File: config.mk
export PLATFORM = sky130hd
export DESIGN_NAME = wb_arbiter_flat
export DESIGN_NICKNAME = d
export VERILOG_FILES = /design/src/rtl/wb_pkg.sv /design/src/rtl/if_wb.sv /design/src/rtl/rr_pick.sv /design/src/rtl/wb_arbiter.sv /design/src/flat_wrapper.sv
export SDC_FILE = /design/constraint.sdc
export NUM_CORES = 1
export LEC_CHECK = 0
export CAP_MARGIN = 20
export CORE_AREA = 2 2 110 112
export DETAILED_ROUTE_END_ITERATION = 10
export DIE_AREA = 0 0 112 114
export GPL_ROUTABILITY_DRIVEN = 0
export MAX_ROUTING_LAYER = met4
export SLEW_MARGIN = 40
export SYNTH_ARGS = -nofsm -noshare
export SYNTH_HDL_FRONTEND = slang
export SYNTH_SLANG_ARGS = --single-unit
File: constraint.sdc
create_clock -name clk_i -period 8.85 [get_ports clk_i]
set_input_delay 2.655 -clock clk_i [delete_from_list [all_inputs] [get_ports clk_i]]
set_output_delay 2.655 -clock clk_i [all_outputs]
set_load 0.05 [all_outputs]
File: src/rtl/wb_pkg.sv
// Shared Wishbone interconnect types: arbitration policy and arbiter FSM states.
package wb_pkg;

    typedef enum logic {
        ARB_RR,
        ARB_FIXED
    } arb_mode_t;

    typedef enum logic {
        IDLE,
        OWN
    } arb_state_t;

    localparam int unsigned WB_DW = 32;
    localparam int unsigned WB_SW = 4;

endpackage

File: src/rtl/if_wb.sv
// Wishbone pipelined bus bundle; master drives the request, slave returns ack/stall/data.
interface if_wb #(
    parameter int AWIDTH = 32
);
    logic              cyc;
    logic              stb;
    logic              we;
    logic [AWIDTH-1:0] adr;
    logic [3:0]        sel;
    logic [31:0]       dat_m;
    logic [31:0]       dat_s;
    logic              ack;
    logic              stall;

    modport master (output cyc, stb, we, adr, sel, dat_m, input dat_s, ack, stall);
    modport slave  (input cyc, stb, we, adr, sel, dat_m, output dat_s, ack, stall);
endinterface

File: src/rtl/rr_pick.sv
// Combinational arbiter pick: rotating priority after the last grant, or fixed lowest-index.
module rr_pick
    import wb_pkg::*;
#(
    parameter  int N  = 2,
    localparam int IW = $clog2(N)
) (
    input  logic [N-1:0]  req_i,
    input  logic [IW-1:0] last_i,
    input  arb_mode_t     mode_i,
    output logic [IW-1:0] idx_o,
    output logic          valid_o
);

    logic found;

    // NOTE: every output of a combinational block gets a default first, so no path can infer a latch.
    always_comb begin
        idx_o   = '0;
        valid_o = |req_i;
        found   = 1'b0;
        if (mode_i == ARB_FIXED) begin
            for (int i = N - 1; i >= 0; i--) begin
                if (req_i[i]) idx_o = IW'(i);
            end
        end else begin
            // Scan starts one past the last winner so the previous owner ranks lowest.
            for (int k = 1; k <= N; k++) begin
                if (!found && req_i[(int'(last_i) + k) % N]) begin
                    idx_o = IW'((int'(last_i) + k) % N);
                    found = 1'b1;
                end
            end
        end
    end

endmodule

File: src/rtl/wb_arbiter.sv
// N-to-1 Wishbone pipelined arbiter: one master owns the slave per bus cycle,
// with a cap on outstanding un-acked requests.
module wb_arbiter
    import wb_pkg::*;
#(
    parameter int        NMASTERS = 2,
    parameter int        AWIDTH   = 32,
    parameter int        MAXOUT   = 4,
    parameter arb_mode_t MODE     = ARB_RR
) (
    input  logic                               clk_i,
    input  logic                               rst_i,
    input  logic [NMASTERS-1:0]                m_cyc,
    input  logic [NMASTERS-1:0]                m_stb,
    input  logic [NMASTERS-1:0]                m_we,
    input  logic [NMASTERS-1:0][AWIDTH-1:0]    m_adr,
    input  logic [NMASTERS-1:0][WB_SW-1:0]     m_sel,
    input  logic [NMASTERS-1:0][WB_DW-1:0]     m_dat_m,
    output logic [NMASTERS-1:0]                m_ack,
    output logic [NMASTERS-1:0]                m_stall,
    output logic [WB_DW-1:0]                   m_dat_s,
    if_wb.master                               s_bus
);

    localparam int IW = $clog2(NMASTERS);

    arb_state_t    state_q, state_d;
    logic [IW-1:0] g_q, g_d;
    logic [IW-1:0] last_q, last_d;
    logic [3:0]    cnt_q, cnt_d;
    logic [IW-1:0] pick_idx;
    logic          pick_valid;
    logic          full;
    logic          bus_cyc, bus_stb;
    logic          accept, ack_cnt;

    rr_pick #(.N(NMASTERS)) u_pick (
        .req_i   (m_cyc),
        .last_i  (last_q),
        .mode_i  (MODE),
        .idx_o   (pick_idx),
        .valid_o (pick_valid)
    );

    assign full    = (cnt_q == 4'(MAXOUT));
    assign accept  = bus_stb & ~s_bus.stall;
    // An ack with nothing outstanding is still forwarded but must not underflow the count.
    assign ack_cnt = s_bus.ack & (cnt_q != 4'd0);

    assign s_bus.cyc   = bus_cyc;
    assign s_bus.stb   = bus_stb;
    assign s_bus.adr   = m_adr[g_q];
    assign s_bus.we    = m_we[g_q];
    assign s_bus.sel   = m_sel[g_q];
    assign s_bus.dat_m = m_dat_m[g_q];
    assign m_dat_s     = s_bus.dat_s;

    always_comb begin
        state_d = state_q;
        g_d     = g_q;
        last_d  = last_q;
        cnt_d   = cnt_q;
        bus_cyc = 1'b0;
        bus_stb = 1'b0;
        m_stall = '1;
        m_ack   = '0;
        case (state_q)
            IDLE: begin
                if (pick_valid) begin
                    state_d = OWN;
                    g_d     = pick_idx;
                    last_d  = pick_idx;
                end
            end
            OWN: begin
                bus_cyc     = m_cyc[g_q];
                bus_stb     = m_stb[g_q] & ~full;
                m_stall[g_q] = s_bus.stall | full;
                m_ack[g_q]   = s_bus.ack;
                if (accept && !ack_cnt)      cnt_d = cnt_q + 4'd1;
                else if (!accept && ack_cnt) cnt_d = cnt_q - 4'd1;
                // Release drops any still-pending acks: the count restarts for the next owner.
                if (!m_cyc[g_q]) begin
                    state_d = IDLE;
                    cnt_d   = '0;
                end
            end
            default: state_d = IDLE;
        endcase
    end

    // NOTE: state registers use non-blocking assignments so every flop samples pre-edge values.
    always_ff @(posedge clk_i) begin
        if (!rst_i) begin
            state_q <= IDLE;
            g_q     <= '0;
            last_q  <= IW'(NMASTERS - 1);
            cnt_q   <= '0;
        end else begin
            state_q <= state_d;
            g_q     <= g_d;
            last_q  <= last_d;
            cnt_q   <= cnt_d;
        end
    end

endmodule
File: src/flat_wrapper.sv
// flat-port wrapper written by rule: the top's interface ports become plain ports
module wb_arbiter_flat import wb_pkg::*;
#(
    parameter int        NMASTERS = 2,
    parameter int        AWIDTH   = 32,
    parameter int        MAXOUT   = 4,
    parameter arb_mode_t MODE     = ARB_RR
)
  (clk_i, rst_i, m_cyc, m_stb, m_we, m_adr, m_sel, m_dat_m, m_ack, m_stall, m_dat_s, s_bus_cyc, s_bus_stb, s_bus_we, s_bus_adr, s_bus_sel, s_bus_dat_m, s_bus_dat_s, s_bus_ack, s_bus_stall);
  if_wb #(.AWIDTH(AWIDTH)) s_bus_i ();
  input  logic clk_i;
  input  logic rst_i;
  input  logic [NMASTERS-1:0] m_cyc;
  input  logic [NMASTERS-1:0] m_stb;
  input  logic [NMASTERS-1:0] m_we;
  input  logic [NMASTERS-1:0][AWIDTH-1:0] m_adr;
  input  logic [NMASTERS-1:0][WB_SW-1:0] m_sel;
  input  logic [NMASTERS-1:0][WB_DW-1:0] m_dat_m;
  output logic [NMASTERS-1:0] m_ack;
  output logic [NMASTERS-1:0] m_stall;
  output logic [WB_DW-1:0] m_dat_s;
  output wire logic [$bits(s_bus_i.cyc)-1:0] s_bus_cyc;
  output wire logic [$bits(s_bus_i.stb)-1:0] s_bus_stb;
  output wire logic [$bits(s_bus_i.we)-1:0] s_bus_we;
  output wire logic [$bits(s_bus_i.adr)-1:0] s_bus_adr;
  output wire logic [$bits(s_bus_i.sel)-1:0] s_bus_sel;
  output wire logic [$bits(s_bus_i.dat_m)-1:0] s_bus_dat_m;
  input wire logic [$bits(s_bus_i.dat_s)-1:0] s_bus_dat_s;
  input wire logic [$bits(s_bus_i.ack)-1:0] s_bus_ack;
  input wire logic [$bits(s_bus_i.stall)-1:0] s_bus_stall;
  assign s_bus_cyc = s_bus_i.cyc;
  assign s_bus_stb = s_bus_i.stb;
  assign s_bus_we = s_bus_i.we;
  assign s_bus_adr = s_bus_i.adr;
  assign s_bus_sel = s_bus_i.sel;
  assign s_bus_dat_m = s_bus_i.dat_m;
  assign s_bus_i.dat_s = s_bus_dat_s;
  assign s_bus_i.ack = s_bus_ack;
  assign s_bus_i.stall = s_bus_stall;
  wb_arbiter #(.NMASTERS(NMASTERS), .AWIDTH(AWIDTH), .MAXOUT(MAXOUT), .MODE(MODE)) u_core (.clk_i(clk_i), .rst_i(rst_i), .m_cyc(m_cyc), .m_stb(m_stb), .m_we(m_we), .m_adr(m_adr), .m_sel(m_sel), .m_dat_m(m_dat_m), .m_ack(m_ack), .m_stall(m_stall), .m_dat_s(m_dat_s), .s_bus(s_bus_i));
endmodule
==> flow_metrics.py <==
metrics = {
    "clock_network": {
        "clk_pin_slew_ps": 40,
        "root_buffer": "clkbuf_16",
        "htree_num_levels": 1,
        "clock-sinks": 7,
        "worstSkewPairLatency_ps": 230,
        "cts_made_buffers": 3,
        "cts_buffer_depth": 2,
        "cts_tree": "done",
        "post_cts_resized": 0,
        "ctsHoldBuffers": 0,
        "post_cts_buffers": 0,
    },
    "min_path": {
        "holdCritStartpoint": "u_core.last_q",
        "hp-class": "reg -> reg",
        "whs_path_depth": 1,
        "hold_end": "u_core.last_q",
    },
    "floorplanning": {
        "core_area_um2": 11710,
        "die_area_um2": 12770,
        "io_pins": 285,
        "initial_core_util_pct": 13.28,
        "die_h_um": 114,
        "rows": 40,
        "die_w_um": 112,
    },
    "finish": {
        "diodes": 0,
        "multi_input_area_um2": 1112,
        "regArea_um2": 143.9,
        "area_growth_pct": 141.8,
        "layout_commonest_cell": "clkdlybuf4s50_1",
        "final_cell_mix": "clkdlybuf4s50_1 (220), mux2_2 (70), a21oi_1 (6), dfxtp_1 (6)",
        "nets": 536,
        "drive_above_1_share_pct": 21.53,
        "fill_cells": 1210,
    },
    "setup_path": {
        "ff2ff_path_depth": 9,
        "r2r_end": "u_core.cnt_q[3]",
        "end_kind": "output port",
        "crit_fanout": 5,
        "r2r-start": "u_core.g_q",
        "path_class": "in -> out",
        "startpoint_type": "input port",
        "ff2ff_setup_slack_ps": 5950,
        "cp.required_ps": 6200,
        "arrival_ps": 4420,
    },
    "sta": {
        "relSlewSlack_pct": 62.83,
        "slew_viol_final": 0,
        "skew_ps": 0.3422,
        "max_freq_ghz": 0.1413,
        "setup_tns_ps": 0,
        "period_share_pct": 79.99,
        "grt_setup_unrepaired": "no",
        "tightestPinTransition_ps": 555.8,
        "setup_ws_ps": 1771,
        "finalHoldViolations": 0,
        "setup_violations": 0,
        "fin_crit_ps": 7079,
    },
    "synthesis": {
        "yosysSeqAreaShare_pct": 9.010,
        "netlist.area_leader.share_pct": 50.68,
        "avgSynthCellArea_um2": 9.203,
        "synth_cell_type_count": 28,
        "synth_seq_cells": 7,
        "synthCells": 169,
        "yosysTopAreaCell": "mux2_2",
        "yosys-top-cells-area": "mux2_2 (51%), buf_4 (15%), dfxtp_1 (9.0%), buf_2 (2.6%), ha_1 (2.4%)",
        "syn_area_um2": 1555,
        "synth_warnings": 0,
        "syn_nets": 351,
    },
    "run_status": {
        "outcome": "finished, final reports clean",
    },
    "grt": {
        "grt_overflow_total": 0,
        "antenna_found_initial": 0,
        "grtUsageTotal_pct": 12.19,
        "grt_pass1_wl_um": 11950,
        "grt_max_degree": 47,
        "grt_pass1_vias": 1985,
    },
    "place": {
        "dpl.hpwl_um": 7138,
        "place_ws_ps": 1772,
        "portBuffers": 220,
    },
    "route": {
        "drtIter0Drc": 69,
        "route.detailed.drc": 0,
        "wl_per_cell_um": 16.91,
        "drtPass1Iterations": 4,
        "drt-total-wl_um": 8456,
        "via_count": 1974,
        "routed_via_density": 3.948,
        "antenna_left": 0,
    },
    "flow_run": {
        "cap_violations": 0,
    },
    "pwr": {
        "power.total_mw": 0.3992,
        "ir_worst_vdd_mv": 0.04829,
        "p_leak_nw": 1.341,
        "power.density_nw_per_um2": 106.2,
    },
}
==> per-layer routing <==
| layer | global-route usage [%] | up-vias | wire [µm] |
|---|---|---|---|
| met3 | 3.560 | 6 | 782 |
| met4 | 1.220 | 0 | 17 |
| met2 | 19.11 | 109 | 3903 |
| met1 | 16.24 | 916 | 3754 |
| li1 | - | 943 | - |
| met5 | - | - | 0 |
==> synthesized netlist by cell type <==
master / number
a21oi_2: 1
a211oi_1: 1
ha_1: 3
a22oi_1: 2
and3_1: 3
nand2_1: 4
buf_4: 32
or4b_1: 1
nand2b_1: 2
dfxtp_1: 7
nor2_1: 1
nor3_1: 1
xnor2_1: 1
nor3b_1: 2
fa_1: 1
mux2i_1: 2
o21ai_0: 2
buf_2: 8
a21oi_1: 6
inv_1: 5
o211ai_1: 3
clkbuf_1: 1
mux2_2: 70
nand3_1: 2
nand3b_1: 1
nor2b_1: 5
nand4_1: 1
o41ai_1: 1
==> per-stage QoR <==
stage	hold WS, ps	area [µm²]	std cells	utilization [%]
2_1_floorplan	466.5	1555	169	-
3_3_place_gp	486.6	3661	495	31.26
3_5_place_dp	488.6	3681	496	31.43
4_1_cts	499.2	3760	500	32.10
5_1_grt	540.9	3760	500	32.10
6_report	501.6	3760	500	32.10
==> how the worst max path moves through the flow <==
stage,end,start,depth (start not counted)
final,s_bus_cyc,m_cyc[0],4
after global placement,s_bus_cyc,m_cyc[0],4
after detailed placement,s_bus_cyc,m_cyc[0],4
after CTS,s_bus_cyc,m_cyc[0],4
after global routing,s_bus_cyc,m_cyc[0],4
after floorplan,s_bus_stb,m_stb[1],3
==> cell type report <==
type / instances / area share [%]
inverters: 5 / 0.4992
flip-flops and latches: 7 / 3.827
multi-input cells: 116 / 29.58
clock buffers: 4 / 2.097
well taps: 147 / 4.892
repair buffers: 221 / 59.10
==> logic make-up (layout without fill, tap and decap cells) <==
| group | Yosys count | in the layout | synth area share [%] |
|---|---|---|---|
| multiplexers | 72 | 72 | 51.97 |
| buffers and inverters | 46 | 230 | 19.47 |
| AND/OR/NAND/NOR | 23 | 23 | 8.688 |
| AO/OA/AOI/OAI | 16 | 16 | 6.597 |
| flip-flops | 7 | 7 | 9.010 |
| adder cells (fa/ha/maj) | 4 | 4 | 3.701 |
| XOR/XNOR | 1 | 1 | 0.5633 |
==> power breakdown <==
group          total (mW)  switching, mW  internal, mW
combinational       0.283          0.149         0.135
sequential         0.0392        0.00588        0.0333
clock              0.0766         0.0167        0.0599
total               0.399          0.171         0.228
==> critical path: stages <==
cell,delay [ps]
clkdlybuf4s50_1,530
mux2i_1,190
nor2b_1,210
clkdlybuf4s50_1,840
==> sequential cells by signal (all words and copies together) (netlist names) <==
| register | cells |
|---|---|
| u_core.state_q | 1 |
| u_core.cnt_q | 4 |
| u_core.g_q | 1 |
| u_core.last_q | 1 |
Note: power is estimated with default switching activity, not from simulation.
